File: config.mk
export PLATFORM = sky130hd
export DESIGN_NAME = wb_write_arbiter
export DESIGN_NICKNAME = d
export VERILOG_FILES = /design/src/rtl/wb_write_arbiter_pkg.sv /design/src/rtl/wb_write_arbiter_rr_pick.sv /design/src/rtl/wb_write_arbiter.sv
export SDC_FILE = /design/constraint.sdc
export NUM_CORES = 1
export LEC_CHECK = 0
export BUFFER_PORTS_ARGS = -buffer_cell sky130_fd_sc_hd__buf_2
export CORE_MARGIN = 10
export CORE_UTILIZATION = 49
export DETAILED_ROUTE_END_ITERATION = 10
export HOLD_SLACK_MARGIN = 0.08
export PLACE_DENSITY_LB_ADDON = 0.05
export SLEW_MARGIN = 20
export SYNTH_ARGS = -nofsm -noshare
export SYNTH_HDL_FRONTEND = slang
export SYNTH_SLANG_ARGS = --single-unit
export TNS_END_PERCENT = 5
File: constraint.sdc
create_clock -name clk -period 4.9 [get_ports clk]
set_clock_uncertainty 0.1 [all_clocks]
set_input_delay 0.245 -clock clk [delete_from_list [all_inputs] [get_ports clk]]
set_output_delay 0.245 -clock clk [all_outputs]
set_load 0.01 [all_outputs]
File: src/rtl/wb_write_arbiter_pkg.sv
// Shared constants for the register-file writeback arbiter.
// Holds requester indices, the x0 address and the pointer-advance helper.
package wb_write_arbiter_pkg;

    localparam int SRC_ALU  = 0;
    localparam int SRC_LOAD = 1;
    localparam int SRC_CSR  = 2;

    localparam int X0_ADDR = 0;

    // Round-robin successor of a granted index among n requesters.
    function automatic int nextPtr(input int idx, input int n);
        return (idx + 1 >= n) ? 0 : idx + 1;
    endfunction

endpackage

File: src/rtl/wb_write_arbiter_rr_pick.sv
// Combinational round-robin picker: first asserted request at or after ptr,
// wrapping around, returned as a one-hot grant plus its index.
module rr_pick #(
    parameter int N  = 3,
    parameter int PW = $clog2(N)
) (
    input  logic [N-1:0]  req,
    input  logic [PW-1:0] ptr,
    output logic [N-1:0]  gnt,
    output logic [PW-1:0] idx,
    output logic          valid
);

    int j;

    // Walk offsets from ptr so the first hit is the highest-priority requester.
    always_comb begin
        gnt   = '0;
        idx   = '0;
        valid = 1'b0;
        j     = 0;
        for (int k = 0; k < N; k++) begin
            j = int'(ptr) + k;
            if (j >= N) j = j - N;
            if (!valid && req[j]) begin
                valid  = 1'b1;
                gnt[j] = 1'b1;
                idx    = PW'(j);
            end
        end
    end

endmodule

File: src/rtl/wb_write_arbiter.sv
// Round-robin arbiter for the single register-file write port; registers the
// winning write for one cycle and counts writes that actually reach the file.
module wb_write_arbiter
    import wb_write_arbiter_pkg::*;
#(
    parameter int N     = 3,
    parameter int WIDTH = 32,
    parameter int AW    = 5,
    parameter int CW    = 16
) (
    input  logic                 clk,
    input  logic                 reset,
    input  logic [N-1:0]         req,
    input  logic [N*AW-1:0]      addr,
    input  logic [N*WIDTH-1:0]   data,
    input  logic                 stall,
    output logic [N-1:0]         gnt,
    output logic                 rf_wen,
    output logic [AW-1:0]        rf_waddr,
    output logic [WIDTH-1:0]     rf_wdata,
    output logic [CW-1:0]        wr_count
);

    localparam int PW = $clog2(N);

    logic [PW-1:0]    ptr;
    logic [PW-1:0]    pickIdx;
    logic [N-1:0]     pickGnt;
    logic             pickValid;
    logic             transfer;
    logic             realWrite;
    logic [AW-1:0]    grantAddr;
    logic [WIDTH-1:0] grantData;

    rr_pick #(.N(N), .PW(PW)) uPick (
        .req   (req),
        .ptr   (ptr),
        .gnt   (pickGnt),
        .idx   (pickIdx),
        .valid (pickValid)
    );

    // Stall only gates the grant; the pick itself never sees it.
    assign gnt       = stall ? '0 : pickGnt;
    assign transfer  = pickValid & ~stall;
    assign grantAddr = addr[int'(pickIdx)*AW +: AW];
    assign grantData = data[int'(pickIdx)*WIDTH +: WIDTH];
    assign realWrite = transfer && (grantAddr != AW'(X0_ADDR));

    // Writes to x0 are consumed and advance ptr but never raise rf_wen.
    always_ff @(posedge clk or posedge reset) begin
        if (reset) begin
            ptr      <= '0;
            rf_wen   <= 1'b0;
            rf_waddr <= '0;
            rf_wdata <= '0;
            wr_count <= '0;
        end else begin
            rf_wen <= realWrite;
            if (transfer) begin
                ptr      <= PW'(nextPtr(int'(pickIdx), N));
                rf_waddr <= grantAddr;
                rf_wdata <= grantData;
            end
            if (realWrite)
                wr_count <= wr_count + CW'(1);
        end
    end

endmodule

==> run metrics <==
WL met2 4.73 mm; minimum clock period 3.41 ns; final period utilization 69.5%; Die X-Extent 102 µm; RD Place Congestion approximately 0.83; count of cell types in the netlist 47; fin cells 602; setup TNS 0 ns; layout cell share with drive strength beyond 1 just under 40%; RSZ-0062 raised after global routing false; type of origin of the critical path flip-flop; largest net degree at the start of global routing between 70 and 80; Nets 646; share of the synthesized area in the top cell type 42.5%; total number of vias 3,042; Worst Hold Slack approximately 0.11 ns; Final ANT Viol Nets 0; TritonCTS Sinks 56; DR vias/cell 5.05; Hold Crit Start data[64]; Slew Viols, Final 0; Initial Util 51.1%; Rows 29; initial DRC count 82; # fillers 554; pwr dens 621 mW/mm²; Setup crit end kind flip-flop; Post-DP Area 0.00420 mm²; Slew headroom 41.4%; max layer used met4; Setup-failing EPs final 0; Root Driver clkbuf_8; max-cap check violation count 0; TritonCTS clock tree yes; CP Class flip-flop to flip-flop; prevailing post-synth register cell dfrtp_1; # DRC 0; Finished Cell Area 0.00430 mm²; Leak 2.26 nW; reg2reg start ptr[0]; VDD IR max 257 µV; Mapped Nets 483; Placed Instances 593; Max FO, Critical Path 15; Post-CTS Resized 0; CTS buffer count 5; drt pass-1 iters 4; Syn-to-layout area delta 30.3%; antenna diode count 0; first-pass GRT wire length between 15 and 20 mm; data required time of the worst path 5.01 ns; worst hold path type input pin to flip-flop; f_max around 0.29 GHz; Yosys Warn Count 0; hold depth 3; routed wl met3 971 µm; number of buffers added on ports 173; CTS clk-pin slew, worst paths 0.11 ns; Post-Syn Area per Cell 9.14 µm²; hold buffers post-CTS 1; reg2reg end wr_count[1]; aggregate global-route resource usage 17.9%; core area 0.00646 mm²; CP arrival 3.51 ns; #FFs+latches synth 56; largest cells by area after synthesis dfrtp_1 (42%), mux2i_1 (12%), a21oi_1 (5.6%); CTS H-Tree Depth 2; initial antenna violation count 0; cells after synthesis 361; worst r2r path cells 10; worst skew pair latency slightly above 0.3 ns; Final Util roughly 67%; dpl hpwl around 7.7 mm; WL met1 3.66 mm; Worst-Margin Slew 0.872 ns; DIE AREA 0.0104 mm²; Final Hold Fails 0; I/O pin count 174; GRT Residual Overflow 0; Avg WL per Cell about 16 µm; register area share after synthesis between 40% and 50%; R2R setup slack 1.49 ns; Worst Hold End rf_wdata[0]; share of flip-flops with an asynchronous set or reset 100%; Mapped Area 0.00330 mm²; post-CTS setup buffer count 0; Vert. Die Dim 102 µm; outcome complete, no violations; vias in the first global route 3,136; Yosys top cell by area dfrtp_1; Max Buffers Root-to-Sink 2; post-detailed-routing wire length 9.45 mm; EDFF count, synth 0
-- metal layers --
metal	track usage, %	up-vias
li1	-	1577
met1	20.3	1343
met2	30.8	115
met3	7.29	7
met4	4.12	0
met5	0	-
-- sequential cells by signal, indices dropped and copies added (netlist names) --
| name | count |
|---|---|
| rf_wdata | 32 |
| wr_count | 16 |
| rf_waddr | 5 |
| ptr | 2 |
| rf_wen | 1 |
-- critical path: stages (launching register included) --
cell	delay (ns)
dfrtp_1	0.39
inv_1	0.08
ha_1	0.40
and3b_1	0.23
o221ai_1	0.18
o2bb2ai_4	0.31
mux2i_1	0.23
o21ai_1	0.12
nor4_4	0.82
nor2_2	0.11
mux2_1	0.34
-- power by group --
part           total (mW)  internal [mW]  switching (mW)  leakage, nW
clock               0.256          0.102           0.154       0.0445
sequential          0.781          0.660           0.121        0.696
combinational        1.63          0.674           0.959         1.52
-- how the worst max path moves through the flow --
| stage | startpoint | end | slack [ns] | cells past startpoint |
|---|---|---|---|---|
| finish | ptr[0] | wr_count[1] | 1.49 | 10 |
| detailed placement | ptr[0] | wr_count[1] | 1.48 | 10 |
| global route | ptr[0] | wr_count[1] | 1.21 | 10 |
| global placement | ptr[0] | wr_count[1] | 1.60 | 10 |
| floorplan | ptr[0] | wr_count[12] | 2.17 | 11 |
| CTS | ptr[0] | wr_count[1] | 1.48 | 10 |
-- kinds of logic after synthesis --
family / after synthesis / share of synthesized area (%)
simple gates: 123 / 18.2
compound gates: 89 / 15.9
flops: 56 / 42.5
mux: 44 / 13.5
buf+inv: 29 / 3.98
xor+xnor: 15 / 3.98
fa+ha+maj: 5 / 1.90
-- layout make-up --
cell class | instances | area [µm²] | share of cell area (%)
inverter | 7 | 26.3 | 0.611
clock buffer | 5 | 68.8 | 1.60
clock inverter | 3 | 21.3 | 0.495
timing repair buffer | 178 | 906 | 21.1
tap | 77 | 96.3 | 2.24
multi-input combinational | 276 | 1780 | 41.4
sequential | 56 | 1400 | 32.6
-- cell usage in the layout (no fill, tap or decap), types with 2 or more instances in the layout --
cell type	Yosys	final
inv_1	7	6
nand4_1	2	2
ha_1	5	5
o21ai_0	34	34
buf_4	0	4
o21ai_1	5	5
buf_2	5	173
nand2_1	45	45
nand2b_1	2	2
mux2_2	3	3
nor2_1	41	41
nor3b_2	2	2
clkbuf_8	0	5
a21oi_1	37	37
nor4_2	2	2
nand3_1	5	5
xor2_1	14	14
nand3b_1	3	3
nor4_1	4	4
mux2i_1	40	40
nor3_1	6	6
dfrtp_1	56	56
nor2_2	2	2
and3_1	2	2
-- through the flow --
step           setup slack (ns)  total power [mW]
2_1_floorplan              2.17              1.99
3_3_place_gp               1.60              2.42
3_5_place_dp               1.48              2.46
4_1_cts                    1.48              2.72
5_1_grt                    1.21              2.93
6_report                   1.49              2.67
-- Yosys cell counts, types with 2 or more instances --
master and instances:
mux2i_1 40, nor2_2 2, dfrtp_1 56, nor4_2 2, nand3b_1 3, a21oi_1 37, buf_1 4, a21o_1 2
buf_6 2, nand2_1 45, nand4_1 2, o21ai_1 5, ha_1 5, nand2b_1 2, nor4_1 4, nor3_1 6
clkbuf_1 10, nor3b_2 2, mux2_2 3, buf_2 5, and3_1 2, nand3_1 5, inv_1 7, xor2_1 14
nor2_1 41, o21ai_0 34
Note: power is estimated with default switching activity, not from simulation.
